`src/rtl/matmul_sequencer.sv`:
```
// Cell-by-cell matrix multiply scheduler: walks C in row-major order, accumulates
// A-row x B-column inner products, writes saturated results, then hands off to streaming.
module matmul_sequencer #(
  parameter int maxWidthLen = 4,
  parameter int sizeValue   = 16
) (
  input  logic                          clk,
  input  logic                          rst,
  input  logic                          start,
  input  logic                          abort,
  input  logic [maxWidthLen-1:0]        lastI,
  input  logic [maxWidthLen-1:0]        lastJ,
  input  logic [maxWidthLen-1:0]        lastK,
  output logic [maxWidthLen-1:0]        aRow,
  output logic [maxWidthLen-1:0]        aCol,
  input  logic signed [sizeValue-1:0]   aData,
  output logic [maxWidthLen-1:0]        bRow,
  output logic [maxWidthLen-1:0]        bCol,
  input  logic signed [sizeValue-1:0]   bData,
  output logic                          cWe,
  output logic [maxWidthLen-1:0]        cRow,
  output logic [maxWidthLen-1:0]        cCol,
  output logic signed [sizeValue-1:0]   cData,
  output logic                          outRdy,
  output logic [maxWidthLen-1:0]        outSizeX,
  output logic [maxWidthLen-1:0]        outSizeY,
  input  logic                          outMRdy,
  output logic                          busy,
  output logic                          done
);

  localparam int AccW  = 2 * sizeValue + maxWidthLen;
  localparam int ProdW = 2 * sizeValue;

  typedef enum logic [2:0] {
    S_IDLE, S_CLEAR, S_FETCH, S_MAC, S_WRITE, S_STREAM, S_WAIT
  } state_t;

  state_t                       state_q;
  logic [maxWidthLen-1:0]       i_q, j_q, k_q;
  logic [maxWidthLen-1:0]       last_i_q, last_j_q, last_k_q;
  logic signed [AccW-1:0]       acc_q;
  logic [maxWidthLen-1:0]       a_row_q, a_col_q, b_row_q, b_col_q;
  logic [maxWidthLen-1:0]       c_row_q, c_col_q, size_x_q, size_y_q;
  logic signed [sizeValue-1:0]  c_data_q;
  logic                         cwe_q, out_rdy_q, busy_q, done_q;

  logic signed [ProdW-1:0]      prod_d;
  logic signed [AccW-1:0]       acc_d;
  logic signed [sizeValue-1:0]  sat_d;

  assign prod_d = aData * bData;
  assign acc_d  = acc_q + {{maxWidthLen{prod_d[ProdW-1]}}, prod_d};

  // The result fits only when every bit above the target sign bit matches it.
  always_comb begin
    sat_d = acc_q[sizeValue-1:0];
    if (!(&acc_q[AccW-1:sizeValue-1]) && (|acc_q[AccW-1:sizeValue-1])) begin
      sat_d = acc_q[AccW-1] ? {1'b1, {(sizeValue-1){1'b0}}} : {1'b0, {(sizeValue-1){1'b1}}};
    end
  end

  always_ff @(posedge clk or posedge rst) begin
    if (rst) begin
      state_q   <= S_IDLE;
      i_q       <= '0;
      j_q       <= '0;
      k_q       <= '0;
      last_i_q  <= '0;
      last_j_q  <= '0;
      last_k_q  <= '0;
      acc_q     <= '0;
      a_row_q   <= '0;
      a_col_q   <= '0;
      b_row_q   <= '0;
      b_col_q   <= '0;
      c_row_q   <= '0;
      c_col_q   <= '0;
      c_data_q  <= '0;
      size_x_q  <= '0;
      size_y_q  <= '0;
      cwe_q     <= 1'b0;
      out_rdy_q <= 1'b0;
      busy_q    <= 1'b0;
      done_q    <= 1'b0;
    end else begin
      cwe_q     <= 1'b0;
      out_rdy_q <= 1'b0;
      done_q    <= 1'b0;
      if (abort && state_q != S_IDLE) begin
        state_q <= S_IDLE;
        busy_q  <= 1'b0;
      end else begin
        case (state_q)
          S_IDLE: begin
            if (start) begin
              last_i_q <= lastI;
              last_j_q <= lastJ;
              last_k_q <= lastK;
              size_x_q <= lastJ;
              size_y_q <= lastI;
              i_q      <= '0;
              j_q      <= '0;
              busy_q   <= 1'b1;
              state_q  <= S_CLEAR;
            end
          end
          // Addresses are presented while in FETCH so the synchronous memories
          // return the element pair during the following MAC cycle.
          S_CLEAR: begin
            acc_q   <= '0;
            k_q     <= '0;
            a_row_q <= i_q;
            a_col_q <= '0;
            b_row_q <= '0;
            b_col_q <= j_q;
            state_q <= S_FETCH;
          end
          S_FETCH: state_q <= S_MAC;
          S_MAC: begin
            acc_q <= acc_d;
            if (k_q == last_k_q) begin
              state_q <= S_WRITE;
            end else begin
              k_q     <= k_q + 1'b1;
              a_col_q <= k_q + 1'b1;
              b_row_q <= k_q + 1'b1;
              state_q <= S_FETCH;
            end
          end
          S_WRITE: begin
            cwe_q    <= 1'b1;
            c_row_q  <= i_q;
            c_col_q  <= j_q;
            c_data_q <= sat_d;
            if (j_q == last_j_q) begin
              j_q <= '0;
              i_q <= i_q + 1'b1;
            end else begin
              j_q <= j_q + 1'b1;
            end
            state_q <= (i_q == last_i_q && j_q == last_j_q) ? S_STREAM : S_CLEAR;
          end
          S_STREAM: begin
            out_rdy_q <= 1'b1;
            state_q   <= S_WAIT;
          end
          S_WAIT: begin
            if (outMRdy) begin
              done_q  <= 1'b1;
              busy_q  <= 1'b0;
              state_q <= S_IDLE;
            end
          end
          default: begin
            busy_q  <= 1'b0;
            state_q <= S_IDLE;
          end
        endcase
      end
    end
  end

  assign aRow     = a_row_q;
  assign aCol     = a_col_q;
  assign bRow     = b_row_q;
  assign bCol     = b_col_q;
  assign cWe      = cwe_q;
  assign cRow     = c_row_q;
  assign cCol     = c_col_q;
  assign cData    = c_data_q;
  assign outRdy   = out_rdy_q;
  assign outSizeX = size_x_q;
  assign outSizeY = size_y_q;
  assign busy     = busy_q;
  assign done     = done_q;

endmodule
```
`config.mk`:
```
export PLATFORM = sky130hd
export DESIGN_NAME = matmul_sequencer
export DESIGN_NICKNAME = d
export VERILOG_FILES = /design/src/rtl/matmul_sequencer.sv
export SDC_FILE = /design/constraint.sdc
export NUM_CORES = 1
export LEC_CHECK = 0
export ABC_AREA = 1
export ABC_CLOCK_PERIOD_IN_PS = 4700
export CORE_MARGIN = 2
export CORE_UTILIZATION = 64
export CTS_BUF_LIST = sky130_fd_sc_hd__clkbuf_8
export CTS_CLUSTER_SIZE = 25
export DETAILED_ROUTE_END_ITERATION = 8
export PLACE_DENSITY = 0.85
export RECOVER_POWER = 50
export SLEW_MARGIN = 5
export SYNTH_ARGS = -nofsm -noshare
export SYNTH_HDL_FRONTEND = slang
export SYNTH_SLANG_ARGS = --single-unit
```
`constraint.sdc`:
```
create_clock -name clk -period 4.7 [get_ports clk]
set_input_delay 0.94 -clock clk [delete_from_list [all_inputs] [get_ports clk]]
set_output_delay 0.94 -clock clk [all_outputs]
set_load 0.02 [all_outputs]
```
==> metrics.cfg, run 1 <==
[status]
status=aborted with a tool error
stop_stage=5_1_grt
first-error=[ERROR GRT-0116] Global routing finished with congestion. Check the congestion regions in the DRC Viewer.

[global_routing]
grt_overflow_total=139
grt_pass1_vias=25700
track_usage=0.758
grt_pass1_wl_mm=159
grt_start_max_net_pins=86

[clock_tree]
cts-root-buf=clkbuf_8
htreeDepth=3
clock_tree.buffer_depth=2
cts_buffers=9
holdBufCountCts=0
cts_sinks=99

[synthesis]
synthDistinctLibCells=48
syn-instance-count=2276
synth.yosys.seq_area_share=0.146
synthSimpleGateAreaFrac=0.215
synth-compound-area-share=0.0776
netlist.area_leader.share=0.310
synthArstFlopShare=1.00
synth_area_leader_cell=fa_1
ys.flop_type=dfrtp_1
synthTopCellsByArea=fa_1 (31%), dfrtp_1 (15%), nand2_1 (14%)
muxShareOfSynthArea=0
synth_edf_count=0
synth_xor_area_frac=0.0232
ys_ff_latch=99
syn_nets=2708
synth_adder_area_share=0.399
synth.most_common_cell=nand2_1
synth_top_family_by_area=adder cells
syn_avg_cell_area_um2=7.46
yosys_warnings=0
syn_area_um2=17000
synthTopCellsByCount=nand2_1 (638), inv_1 (533), fa_1 (263)

[floorplanning]
fp.dieW_um=167
dieHeight_um=167
ios=101
initial_utilization=0.652
placementRows=59

[placed_design]
place_inst=2914
placed_area_um2=21000
dp_slack_ns=-3.39
io_buffer_count=100
gp_congestion=1.01
place_hpwl_mm=42.3

==> per-stage QoR <==
stage | hold slack (ns) | util
floorplan | 0.461 | -
global placement | 0.468 | 0.805
detailed placement | 0.480 | 0.805
CTS | 0.506 | 0.927
==> what timing repair did <==
action                                  in CTS
pin swaps                                  280
endpoints found under the setup margin      32
endpoints found under the hold margin        0
buffers inserted                           115
gates resized for setup                    617
gates cloned                                 6
==> layer usage <==
metal | track usage | GRT overflow
met1 | 0.739 | 1
met2 | 0.943 | 69
met3 | 0.590 | 2
met4 | 0.807 | 67
met5 | 0.155 | 0
==> kinds of logic after synthesis <==
logic type / after synthesis
AO/OA/AOI/OAI: 230
buffers and inverters: 624
AND/OR/NAND/NOR: 895
XOR/XNOR: 45
flip-flops: 99
adder cells (fa/ha/maj): 383
==> inputs of run 2 (changes only) <==
- CORE_UTILIZATION: 64 -> 40
- CTS_BUF_LIST: sky130_fd_sc_hd__clkbuf_8 -> default
- CTS_CLUSTER_SIZE: 25 -> default
- PLACE_DENSITY: 0.85 -> default
- PLACE_DENSITY_LB_ADDON: default -> 0.15
==> run 2 against run 1 <==
The flow now finishes, with violations (capacitance limit, slew limit, setup timing). Synthesized cell count is the same. Area after synthesis unchanged.
==> metrics.cfg, run 2 <==
[floorplanning]
dieHeight_um=210  ; was 167 µm
coreArea_um2=41900
dieArea_um2=44100
fp.dieW_um=210  ; was 167 µm
ios=101  ; unchanged
placementRows=75  ; was 59
initial_utilization=0.405  ; was 0.652

[setup_path]
cp_slowest_stage_delay_ns=0.59
reg2reg_depth=13
path_max_fanout=6
rr_endpoint=acc_q[30]
crit_top_cell=inv_2
ff2ff_setup_slack_ns=2.02
endpoint_kind=flip-flop
cp.arrival_ns=7.33
r2r-start=acc_q[0]
crit_cells=34
cp.required_ns=4.96
crit_path_end=acc_q[33]
cp_top_family=adder cells
cp.buffers_inverters=10
path_class=input port to flip-flop
setup.worst_path.start=aData[15]
crit_slowest_cell=fa_2
cp-start-kind=input port

[placed_design]
place_hpwl_mm=41.7  ; was 42.3 mm
dp_slack_ns=-3.32  ; was -3.39 ns
place_inst=3139  ; was 2914
gp_congestion=0.940  ; was 1.01
placed_area_um2=21400  ; was 21000 µm²
io_buffer_count=100  ; unchanged

[synthesis]
ys.flop_type=dfrtp_1  ; unchanged
synth_edf_count=0  ; unchanged
syn_avg_cell_area_um2=7.46  ; unchanged
synthTopCellsByCount=nand2_1 (638), inv_1 (533), fa_1 (263)  ; unchanged
syn_nets=2708  ; unchanged
synth_xor_area_frac=0.0232  ; unchanged
syn-instance-count=2276  ; unchanged
synthArstFlopShare=1.00  ; unchanged
synthDistinctLibCells=48  ; unchanged
ys_ff_latch=99  ; unchanged
synth-compound-area-share=0.0776  ; unchanged
synth.most_common_cell=nand2_1  ; unchanged
muxShareOfSynthArea=0  ; unchanged
yosys_warnings=0  ; unchanged
netlist.area_leader.share=0.310  ; unchanged
synth.yosys.seq_area_share=0.146  ; unchanged
synth_adder_area_share=0.399  ; unchanged
synthTopCellsByArea=fa_1 (31%), dfrtp_1 (15%), nand2_1 (14%)  ; unchanged
synth_area_leader_cell=fa_1  ; unchanged
synth_top_family_by_area=adder cells  ; unchanged
synthSimpleGateAreaFrac=0.215  ; unchanged
syn_area_um2=17000  ; unchanged

[status]
status=complete, but fails checks  ; was aborted with a tool error
violations=capacitance limit, slew limit, setup timing

[final_layout]
seq_area_um2=2480
multiInputGateArea_um2=15400
regMostFlops=acc_q
fill_cells=3420
final_cells=3311
largest_register_ffs=36
final_common_cell=nand2_1
post_route_cells_drive_above_1_share=0.401
diodes=0
nets=3199
stdcell_area_um2=26400
final_cell_mix=nand2_1 (482), inv_1 (438), buf_4 (301)
area_delta_synth_final_pct=55.6

[clock_tree]
clock_tree.buffer_depth=2  ; unchanged
cts_tree=done
cts_buffers=9  ; unchanged
htreeDepth=3  ; unchanged
cts-root-buf=clkbuf_16  ; was clkbuf_8
insertion_delay_ns=0.37
cts_sinks=99  ; unchanged
clk_pin_slew_ns=0.08
holdBufCountCts=0  ; unchanged

[timing]
rsz0062_at_grt=yes
fin_crit_ns=7.07
tightest_slew_ns=2.79
setup_viol=31
final-max-slew-violation-count=66
finalCritPeriodShare=1.50
clock-skew-final_ns=0.0179
hold_violations=0
fin_ws_ns=-2.37
timing.slew.headroom=-0.872
fmax_mhz=142

[routing]
wirelength_mm=56.2
via_count=16300
vias_per_cell=4.93
drcViolationCount=0
drt_iter0_drc=835
ant_nets=0
wire_per_inst_um=17.0
drt_pass1_iterations=5

[global_routing]
grt_pass1_vias=17200
grt_pass1_wl_mm=88.9
antenna_found_initial=0
grt_start_max_net_pins=66
grt_overflow_total=0
track_usage=0.254

[worst_hold_path]
holdCritPathClass=flip-flop to flip-flop

[flow_run]
max_cap_violations=1

run 2: per-layer routing:
metal,GRT usage,part of all wire,vias up
met5,0,0,-
met4,0.0927,0.042,0
met3,0.0186,0.031,130
met2,0.460,0.53,362
met1,0.320,0.40,8039
li1,-,-,7779
run 2: cell families (layout without fill, tap and decap cells):
family,Yosys count,in the layout
compound gates,230,230
buf+inv,624,1120
simple gates,895,895
fa+ha+maj,383,383
flops,99,99
xor+xnor,45,45
run 2: area by class of cell:
type	count	area share
Tap cell	539	0.0255
Clock inverter	6	0.00294
Inverter	547	0.0791
Sequential cell	99	0.0938
Multi-Input combinational cell	1553	0.583
Timing Repair Buffer	557	0.207
Clock buffer	10	0.00904
run 2: through the flow:
stage	hold WS (ns)	util	setup TNS [ns]
floorplan	0.461	-	-49.14
global placement	0.469	0.511	-87.75
detailed placement	0.476	0.511	-88.14
CTS	0.494	0.593	-59.87
global route	0.525	0.630	-66.66
finish	0.491	0.630	-60.72
run 2: worst min path at each step:
stage / end / cells after the start / from / slack [ns]
2_1_floorplan: last_k_q[0] / 2 / last_k_q[0] / 0.46
3_3_place_gp: cRow[3] / 2 / cRow[3] / 0.47
3_5_place_dp: cRow[3] / 2 / cRow[3] / 0.48
4_1_cts: cRow[3] / 2 / cRow[3] / 0.49
5_1_grt: cCol[2] / 2 / cCol[2] / 0.52
6_report: last_k_q[1] / 2 / last_k_q[1] / 0.49
run 2: worst reg2reg max path, delay by kind of cell, from the launching register on:
kind	cells	cell delay [ns]
AOI/OAI and AO/OA	2	0.38
adders and majority gates	2	0.76
buffers and inverters	3	0.43
DFF	1	0.38
and+or+nand+nor	6	0.66
run 2: timing repair:
action	4_1_cts	5_1_grt
cloned	8	0
pin swaps	322	285
endpoints found under the setup margin	32	31
setup buffers	125	55
gates resized for setup	623	351
Power of run 2 is left out: the tool's default activity adds up to more than one toggle a clock period on the data nets, which glitch-free logic cannot reach.
==> inputs of run 3 (changes only) <==
- DONT_BUFFER_PORTS: default -> 1
==> run 3 against run 2 <==
The flow still finishes with violations (capacitance limit, slew limit, setup timing). Utilization down 9.5 points. Final cell count down 8.7%. Clock-buffer cell count down 1. Hold slack better by 0.0033 ns. Highest routed layer unchanged.
==> metrics.cfg, run 3 (same netlist as run 2, synthesis figures left out) <==
[status]
status=complete, but fails checks  ; unchanged
violations=capacitance limit, slew limit, setup timing  ; unchanged

[setup_path]
path_class=input port to flip-flop  ; unchanged
cp.arrival_ns=7.19  ; was 7.33 ns
crit_slowest_cell=fa_1  ; was fa_2
cp_slowest_stage_delay_ns=0.55  ; was 0.59 ns
cp.buffers_inverters=8  ; was 10
cp-start-kind=input port  ; unchanged
path_max_fanout=5  ; was 6
crit_top_cell=fa_1  ; was inv_2
cp.required_ns=4.96  ; about the same
endpoint_kind=flip-flop  ; unchanged
cp_top_family=adder cells  ; unchanged

[clock_tree]
cts_tree=done  ; unchanged
htreeDepth=3  ; unchanged
clock_tree.buffer_depth=2  ; unchanged
cts_sinks=99  ; unchanged
insertion_delay_ns=0.37  ; about the same
cts-root-buf=clkbuf_16  ; unchanged
cts_buffers=9  ; unchanged
clk_pin_slew_ns=0.08  ; about the same

[floorplanning]
coreArea_um2=41900  ; unchanged
placementRows=75  ; unchanged
fp.dieW_um=210  ; unchanged
ios=101  ; unchanged
dieHeight_um=210  ; unchanged
initial_utilization=0.405  ; unchanged
dieArea_um2=44100  ; unchanged

[final_layout]
fill_cells=3878  ; was 3420
final_common_cell=nand2_1  ; unchanged
final_cell_mix=nand2_1 (526), inv_1 (477), fa_1 (253)  ; was nand2_1 (482), inv_1 (438), buf_4 (301)
largest_register_ffs=36  ; unchanged
nets=2910  ; was 3199
area_delta_synth_final_pct=32.2  ; was 55.6%
post_route_cells_drive_above_1_share=0.302  ; was 0.401
diodes=0  ; unchanged
regMostFlops=acc_q  ; unchanged

[routing]
drt_pass1_iterations=5  ; unchanged
wirelength_mm=50.1  ; was 56.2 mm
via_count=14900  ; was 16300
ant_nets=0  ; unchanged
drt_iter0_drc=655  ; was 835
drcViolationCount=0  ; unchanged
vias_per_cell=4.94  ; was 4.93
wire_per_inst_um=16.6  ; was 17.0 µm

[worst_hold_path]
holdCritPathClass=flip-flop to flip-flop  ; unchanged

[timing]
final-max-slew-violation-count=75  ; was 66
fmax_mhz=144  ; was 142 MHz
hold_violations=0  ; unchanged
finalCritPeriodShare=1.47  ; was 1.50
setup_viol=29  ; was 31
rsz0062_at_grt=yes  ; unchanged
timing.slew.headroom=-0.973  ; was -0.872
fin_crit_ns=6.93  ; was 7.07 ns
tightest_slew_ns=2.96  ; was 2.79 ns
fin_ws_ns=-2.23  ; was -2.37 ns
hold_slack_ns=0.495  ; was 0.491 ns
clock-skew-final_ns=0.0114  ; was 0.0179 ns

[global_routing]
antenna_found_initial=0  ; unchanged
grt_overflow_total=0  ; unchanged
grt_pass1_wl_mm=80.8  ; was 88.9 mm
grt_pass1_vias=15700  ; was 17200
track_usage=0.230  ; was 0.254
grt_start_max_net_pins=75  ; was 66

[flow_run]
max_cap_violations=2  ; was 1

[placed_design]
place_hpwl_mm=39.8  ; was 41.7 mm
gp_congestion=0.922  ; was 0.940
dp_slack_ns=-2.75  ; was -3.32 ns
io_buffer_count=0  ; was 100

[run 3: cell count changes in the layout (fill, tap and decap cells not counted), moves of 31 or more]
cell             previous run  this run
nand2_1                   482       526
buf_4                     301       220
inv_2                      93        61
buf_6                     113        43
buf_12                     34         3
clkdlybuf4s50_1            68         0
inv_1                     438       477
[run 3: final cells by class]
| class | count | area, µm² | share of cell area |
|---|---|---|---|
| well taps | 539 | 674 | 0.0300 |
| inverters | 547 | 2070 | 0.0924 |
| multi-input cells | 1553 | 14700 | 0.655 |
| clock inverters | 7 | 58.8 | 0.00262 |
| repair buffers | 268 | 2230 | 0.0991 |
| flip-flops and latches | 99 | 2480 | 0.110 |
| clock buffers | 9 | 225 | 0.0100 |
[run 3: what timing repair did]
item | 4_1_cts | 5_1_grt
hold buffers | 0 | 0
pin swaps | 89 | 161
setup endpoints to repair | 29 | 30
resized for setup | 223 | 300
buffers inserted | 27 | 35
[run 3: path summary, 6_finish.rpt]
path / startpoint / end / slack (ns) / cells after the start
setup / recovery: bData[15] / acc_q[22] / -2.23 / 30
hold / removal: last_k_q[2] / last_k_q[2] / 0.49 / 2
setup reg to reg: state_q[1] / cData[3] / 1.18 / 8
hold reg to reg: last_k_q[2] / last_k_q[2] / 0.49 / 2
max in group asynchronous: rst / acc_q[23] / 1.46 / 1
min in group asynchronous: rst / aRow[1] / 1.53 / 1
[run 3: worst min-delay path, cell delays in order, from the launching register on]
cell and delay [ns]:
dfrtp_1 0.36, nand2_1 0.06, nand2_1 0.05
[run 3: metrics by stage]
stage / area, µm² / TNS (ns) / std cells / util
after global routing: 22500 / -54.31 / 3022 / 0.535
after CTS: 20900 / -48.85 / 2993 / 0.499
final: 22500 / -48.69 / 3022 / 0.535
after global placement: 19600 / -63.63 / 2952 / 0.467
after detailed placement: 19600 / -64.51 / 2952 / 0.467
after floorplan: 18000 / -49.14 / 2276 / -
[run 3: per-layer routing]
metal,wire (µm),up-vias,track usage
li1,-,7189,-
met1,21900,7388,0.304
met2,25500,271,0.404
met3,1570,79,0.0215
met4,1110,0,0.0616
met5,0,-,0
Power of run 3 is left out for the same reason.
